$ cat src/rtl/decode_pkg.sv
// Shared types for the decode_scan one-hot decoder: FSM state encoding and mode constants.
package decode_pkg;

   typedef enum logic [1:0] {
      IDLE,
      DIRECT,
      SCAN
   } state_t;

   localparam logic MODE_DIRECT = 1'b0;
   localparam logic MODE_SCAN   = 1'b1;

endpackage

$ cat src/rtl/decode_scan_if.sv
// Control and output bundle of decode_scan; master drives select/mode, slave returns the decoded lines.
interface decode_scan_if #(
   parameter int SEL_W = 3
) ();
   localparam int OUT_W = 2 ** SEL_W;

   logic             enable;
   logic             mode;
   logic [SEL_W-1:0] data_in;
   logic [OUT_W-1:0] data_out;
   logic [SEL_W-1:0] index;
   logic             wrap;

   modport master (
      output enable, mode, data_in,
      input  data_out, index, wrap
   );

   modport slave (
      input  enable, mode, data_in,
      output data_out, index, wrap
   );
endinterface

$ cat src/rtl/decode_dwell_cnt.sv
// Dwell timer for scan mode: down-counter reloaded with DWELL-1, terminal count at zero.
module decode_dwell_cnt #(
   parameter int DWELL = 50
) (
   input  logic clk,
   input  logic rst_n,
   input  logic clear,
   input  logic load,
   output logic tc
);
   localparam int CNT_W = (DWELL > 1) ? $clog2(DWELL) : 1;

   logic [CNT_W-1:0] cnt;

   always_ff @(posedge clk or negedge rst_n) begin
      if (!rst_n) begin
         cnt <= '0;
      end else if (clear) begin
         cnt <= '0;
      end else if (load) begin
         cnt <= CNT_W'(DWELL - 1);
      end else if (cnt != '0) begin
         cnt <= cnt - 1'b1;
      end
   end

   assign tc = (cnt == '0);

endmodule

$ cat src/rtl/decode_scan.sv
// Registered one-hot decoder with auto-scan; DECODE_SCAN_ACTIVE_LOW_EN inverts data_out.
//
// state  | meaning
// IDLE   | enable low: lines inactive, index held, dwell timer cleared
// DIRECT | data_out/index follow data_in one cycle later
// SCAN   | index steps 0..OUT_W-1, DWELL cycles per position, wrap pulse on return to 0
module decode_scan
   import decode_pkg::*;
#(
   parameter int SEL_W = 3,
   parameter int DWELL = 50
) (
   input  logic          clk,
   input  logic          rst_n,
   decode_scan_if.slave  bus
);
   localparam int OUT_W = 2 ** SEL_W;

   state_t           state;
   logic [OUT_W-1:0] onehot;
   logic [SEL_W-1:0] index_q;
   logic             wrap_q;
   logic             scan_sel;
   logic             cnt_clear;
   logic             cnt_load;
   logic             tc;

   assign scan_sel = bus.enable && (bus.mode == MODE_SCAN);

   // Entering scan, or finishing a position, reloads the timer; anything but scan parks it.
   assign cnt_clear = !scan_sel;
   assign cnt_load  = scan_sel && ((state != SCAN) || tc);

   decode_dwell_cnt #(
      .DWELL (DWELL)
   ) u_dwell (
      .clk   (clk),
      .rst_n (rst_n),
      .clear (cnt_clear),
      .load  (cnt_load),
      .tc    (tc)
   );

   always_ff @(posedge clk or negedge rst_n) begin
      if (!rst_n) begin
         state   <= IDLE;
         onehot  <= '0;
         index_q <= '0;
         wrap_q  <= 1'b0;
      end else begin
         wrap_q <= 1'b0;
         if (!bus.enable) begin
            state  <= IDLE;
            onehot <= '0;
         end else if (bus.mode == MODE_DIRECT) begin
            state   <= DIRECT;
            onehot  <= OUT_W'(1) << bus.data_in;
            index_q <= bus.data_in;
         end else begin
            state <= SCAN;
            if (state != SCAN) begin
               index_q <= '0;
               onehot  <= OUT_W'(1);
            end else if (tc) begin
               if (&index_q) begin
                  index_q <= '0;
                  onehot  <= OUT_W'(1);
                  wrap_q  <= 1'b1;
               end else begin
                  index_q <= index_q + 1'b1;
                  onehot  <= onehot << 1;
               end
            end
         end
      end
   end

`ifdef DECODE_SCAN_ACTIVE_LOW_EN
   assign bus.data_out = ~onehot;
`else
   assign bus.data_out = onehot;
`endif
   assign bus.index = index_q;
   assign bus.wrap  = wrap_q;

endmodule

$ cat src/flat_wrapper.sv
// flat-port wrapper written by rule: the top's interface ports become plain ports
module decode_scan_flat import decode_pkg::*;
#(
   parameter int SEL_W = 3,
   parameter int DWELL = 50
)
  (clk, rst_n, bus_enable, bus_mode, bus_data_in, bus_data_out, bus_index, bus_wrap);
  decode_scan_if #(.SEL_W(SEL_W)) bus_i ();
  input  logic clk;
  input  logic rst_n;
  input wire logic [$bits(bus_i.enable)-1:0] bus_enable;
  input wire logic [$bits(bus_i.mode)-1:0] bus_mode;
  input wire logic [$bits(bus_i.data_in)-1:0] bus_data_in;
  output wire logic [$bits(bus_i.data_out)-1:0] bus_data_out;
  output wire logic [$bits(bus_i.index)-1:0] bus_index;
  output wire logic [$bits(bus_i.wrap)-1:0] bus_wrap;
  assign bus_i.enable = bus_enable;
  assign bus_i.mode = bus_mode;
  assign bus_i.data_in = bus_data_in;
  assign bus_data_out = bus_i.data_out;
  assign bus_index = bus_i.index;
  assign bus_wrap = bus_i.wrap;
  decode_scan #(.SEL_W(SEL_W), .DWELL(DWELL)) u_core (.clk(clk), .rst_n(rst_n), .bus(bus_i));
endmodule
$ cat config.mk
export PLATFORM = sky130hd
export DESIGN_NAME = decode_scan_flat
export DESIGN_NICKNAME = d
export VERILOG_FILES = /design/src/rtl/decode_pkg.sv /design/src/rtl/decode_scan_if.sv /design/src/rtl/decode_dwell_cnt.sv /design/src/rtl/decode_scan.sv /design/src/flat_wrapper.sv
export SDC_FILE = /design/constraint.sdc
export NUM_CORES = 1
export LEC_CHECK = 0
export CORE_ASPECT_RATIO = 1.2
export CORE_UTILIZATION = 51
export DETAILED_ROUTE_END_ITERATION = 8
export PLACE_DENSITY = 0.77
export SETUP_SLACK_MARGIN = 0.5
export SLEW_MARGIN = 25
export SYNTH_ARGS = -nofsm -noshare
export SYNTH_HDL_FRONTEND = slang
export SYNTH_HIERARCHICAL = 1
export SYNTH_SLANG_ARGS = --single-unit
$ cat constraint.sdc
create_clock -name clk -period 2.9 [get_ports clk]
set_clock_uncertainty 0.2 [all_clocks]
set_input_delay 0.435 -clock clk [delete_from_list [all_inputs] [get_ports clk]]
set_output_delay 0.435 -clock clk [all_outputs]
set_load 0.02 [all_outputs]
==> reports/metrics.yaml <==
sta:
  maxSlewViolCount: 0
  min_period_ns: 2.444
  rsz0062_at_grt: "yes"
  setup_viol: 0
  tightest_slew_ns: 0.8851
  max_slew_margin_pct: 40.81
  fin_ws_ns: 0.4555
  fin_crit_sh_pct: 84.29
  worst_hold_slack_ns: 0.3328
  hold_violations: 0
  fmax_ghz: 0.4091
  setup_tns_ns: 0
yosys:
  syn_area_per_cell_sq_um: 10.52
  synth_cell_types: 40
  netlist_area_sq_um: 1136
  synth_nets: 119
  synth-seq-area-share_pct: 44.05
  synth_seq_cells: 20
  ys.flop_type: "dfrtp_1"
  synth_edf_count: 0
  yosysWarnings: 6
  syn_inst: 108
  async_flop_share_pct: 100.0
detailed_routing:
  wirelength_um: 2604
  met2WireLength_um: 1343
  avgRoutedWirePerCell_um: 15.41
  drt-vias-per-instance: 5.627
  drc: 0
  dr.pass1.iters: 4
  wl_met3_um: 103
  via_count: 951
  wl_met1_um: 1103
  top_layer: "met4"
  ant_nets: 0
  drtIter0Drc: 21
place:
  place_area_sq_um: 1368
  place_ws_ns: 0.4090
  place_congestion: 0.8234
  hpwlAfterDp_um: 1830
  io_buffers: 18
  numPlacedInstances: 157
global_route:
  grt_usage_pct: 23.08
  first_global_vias: 920
  antenna_found_initial: 0
  grt_max_degree: 21
  overflow: 0
  grt_pass1_wl_um: 4002
critical_path:
  crit_chain: "inv_2, ha_4, or3b_4, nor3_4, or3b_1, nor2b_4, or4_4, mux2i_1, nor3_1"
  critPathTopFamily: "simple AND/OR/NAND/NOR gates"
  cp_slowest_cell: "dfrtp_1"
  path_class: "reg -> reg"
  cp.buffers_inverters: 1
  max_stage_delay_ns: 0.42
  crit_required_ns: 2.87
  cp_max_fo: 6
  startpoint_type: "flip-flop"
  end_kind: "flip-flop"
  arrival_ns: 2.41
pwr:
  irDropWorstVdd_uv: 355.2
  power_frac_clock_pct: 17.7
  swShare_pct: 31.96
  power_frac_comb_pct: 37.5
  p_int_uw: 492.2
  power.static_leakage_nw: 0.6358
  p_total_uw: 723.4
  p_sw_uw: 231.2
  seqPwrFrac_pct: 44.8
  cellPowerDensity_nw_per_um2: 488.7
floorplanning:
  initial_core_util_pct: 54.83
  core_area_sq_um: 2072
  rows: 18
  die_w_um: 45.09
  io_pins: 19
  die_height_um: 53.70
  die-area_sq_um: 2421
job:
  maxCapViolations: 0
clocking:
  clk_pin_slew_ns: 0.11
  clockBufferDepth: 2
  cts_inserted_buffers: 3
  htreeDepth: 1
  hold_buffers: 0
  cts-root-buf: "clkbuf_4"
  clk_latency_ns: 0.29
  numClockSinks: 20
  cts_tree: "yes"
final_layout:
  antenna_cells: 0
  design_area_sq_um: 1480
  syn2layout_area_growth_pct: 30.29
  layoutNonFillerInstCount: 169
  drive_gt1_share_pct: 20.14
  num-fill-cells: 161
  fin_util_pct: 71.44
  final_nets: 152
min_path:
  hold_class: "reg -> reg"
status:
  run_status: "complete, no violations"
## kinds of logic after synthesis
logic type,after synthesis,share of synthesized area [%]
AND/OR/NAND/NOR,43,24.01
multiplexers,5,5.727
AO/OA/AOI/OAI,27,17.84
flip-flops,20,44.05
buffers and inverters,9,3.964
adder cells (fa/ha/maj),4,4.405
## final cells by class
cell class | instances | area [sq um] | share of cell area, %
multi-input combinational | 79 | 623.1 | 42.10
clock buffer | 3 | 22.52 | 1.522
tap | 30 | 37.54 | 2.536
inverter | 7 | 26.28 | 1.775
sequential | 20 | 500.5 | 33.81
timing repair buffer | 30 | 270.3 | 18.26
## cell usage in the layout, fill, tap and decap left out, drive strengths merged, types with 2 or more instances in the layout
cell           netlist  layout
o2bb2ai              5       5
mux2i                2       2
or3b                 3       3
dfrtp               20      20
nor2b                5       5
o21ai                3       3
clkdlybuf4s50        0      18
inv                  6       6
or4b                 2       2
a32oi                3       3
ha                   4       4
a31oi                2       2
nand2                5       5
mux2                 3       3
buf                  2      12
clkbuf               0       3
nor3                 8       8
nor4bb               2       2
nor2                 7       7
a22oi                3       3
a21oi                6       6
nand3                2       2
## cell usage after synthesis (2+ instances only)
cell type | instances | share of area (%)
or4b_1 | 2 | 1.8
nor3_1 | 7 | 3.1
nor2_1 | 7 | 2.3
nand2_1 | 5 | 1.7
mux2i_1 | 2 | 1.8
a31oi_1 | 2 | 1.1
a22oi_1 | 3 | 2.0
o21ai_0 | 2 | 0.88
ha_1 | 4 | 4.4
or3b_1 | 2 | 1.5
dfrtp_1 | 20 | 44
o2bb2ai_1 | 5 | 3.9
mux2_4 | 3 | 4.0
nor4bb_1 | 2 | 1.8
inv_1 | 5 | 1.7
nand3_1 | 2 | 0.88
a21oi_1 | 6 | 2.6
a32oi_1 | 3 | 2.3
nor2b_1 | 5 | 2.8
## metal layers
layer,up-vias,GRT usage [%]
met5,-,0
met4,0,9.091
met3,6,5.034
met2,27,41.55
met1,447,26.12
li1,471,-
## state kept, by name, summed over array words and instances (netlist names)
signal               count
u_core/bus.index         3
u_core/u_dwell/cnt       6
u_core/bus.wrap          1
u_core/bus.data_out      8
u_core/state             2
## timing repair
| action | in CTS | in global routing |
|---|---|---|
| setup endpoints to repair | 5 | 9 |
| setup buffers | 3 | 6 |
| gates resized for setup | 1 | 5 |
| pin swaps | 1 | 6 |
## worst paths after layout
path	from	to	slack [ns]	cells after the start
hold reg to reg	u_core/bus.data_out[6]	u_core/bus.data_out[6]	0.33	1
max in group asynchronous	rst_n	u_core/bus.data_out[4]	1.53	1
setup reg to reg	u_core/u_dwell/cnt[1]	u_core/u_dwell/cnt[0]	0.46	9
setup / recovery	u_core/u_dwell/cnt[1]	u_core/u_dwell/cnt[0]	0.46	9
min in group asynchronous	rst_n	u_core/bus.index[2]	0.44	1
hold / removal	u_core/bus.data_out[6]	u_core/bus.data_out[6]	0.33	1
## power by group through the flow
stage               sequential, mW  clock [mW]  combinational [mW]
floorplan                    0.337           0               0.134
global placement             0.329           0               0.203
detailed placement           0.330           0               0.210
CTS                          0.324       0.132               0.223
global route                 0.327       0.145               0.291
finish                       0.324       0.128               0.271
Power figures use the tool's default switching activity.
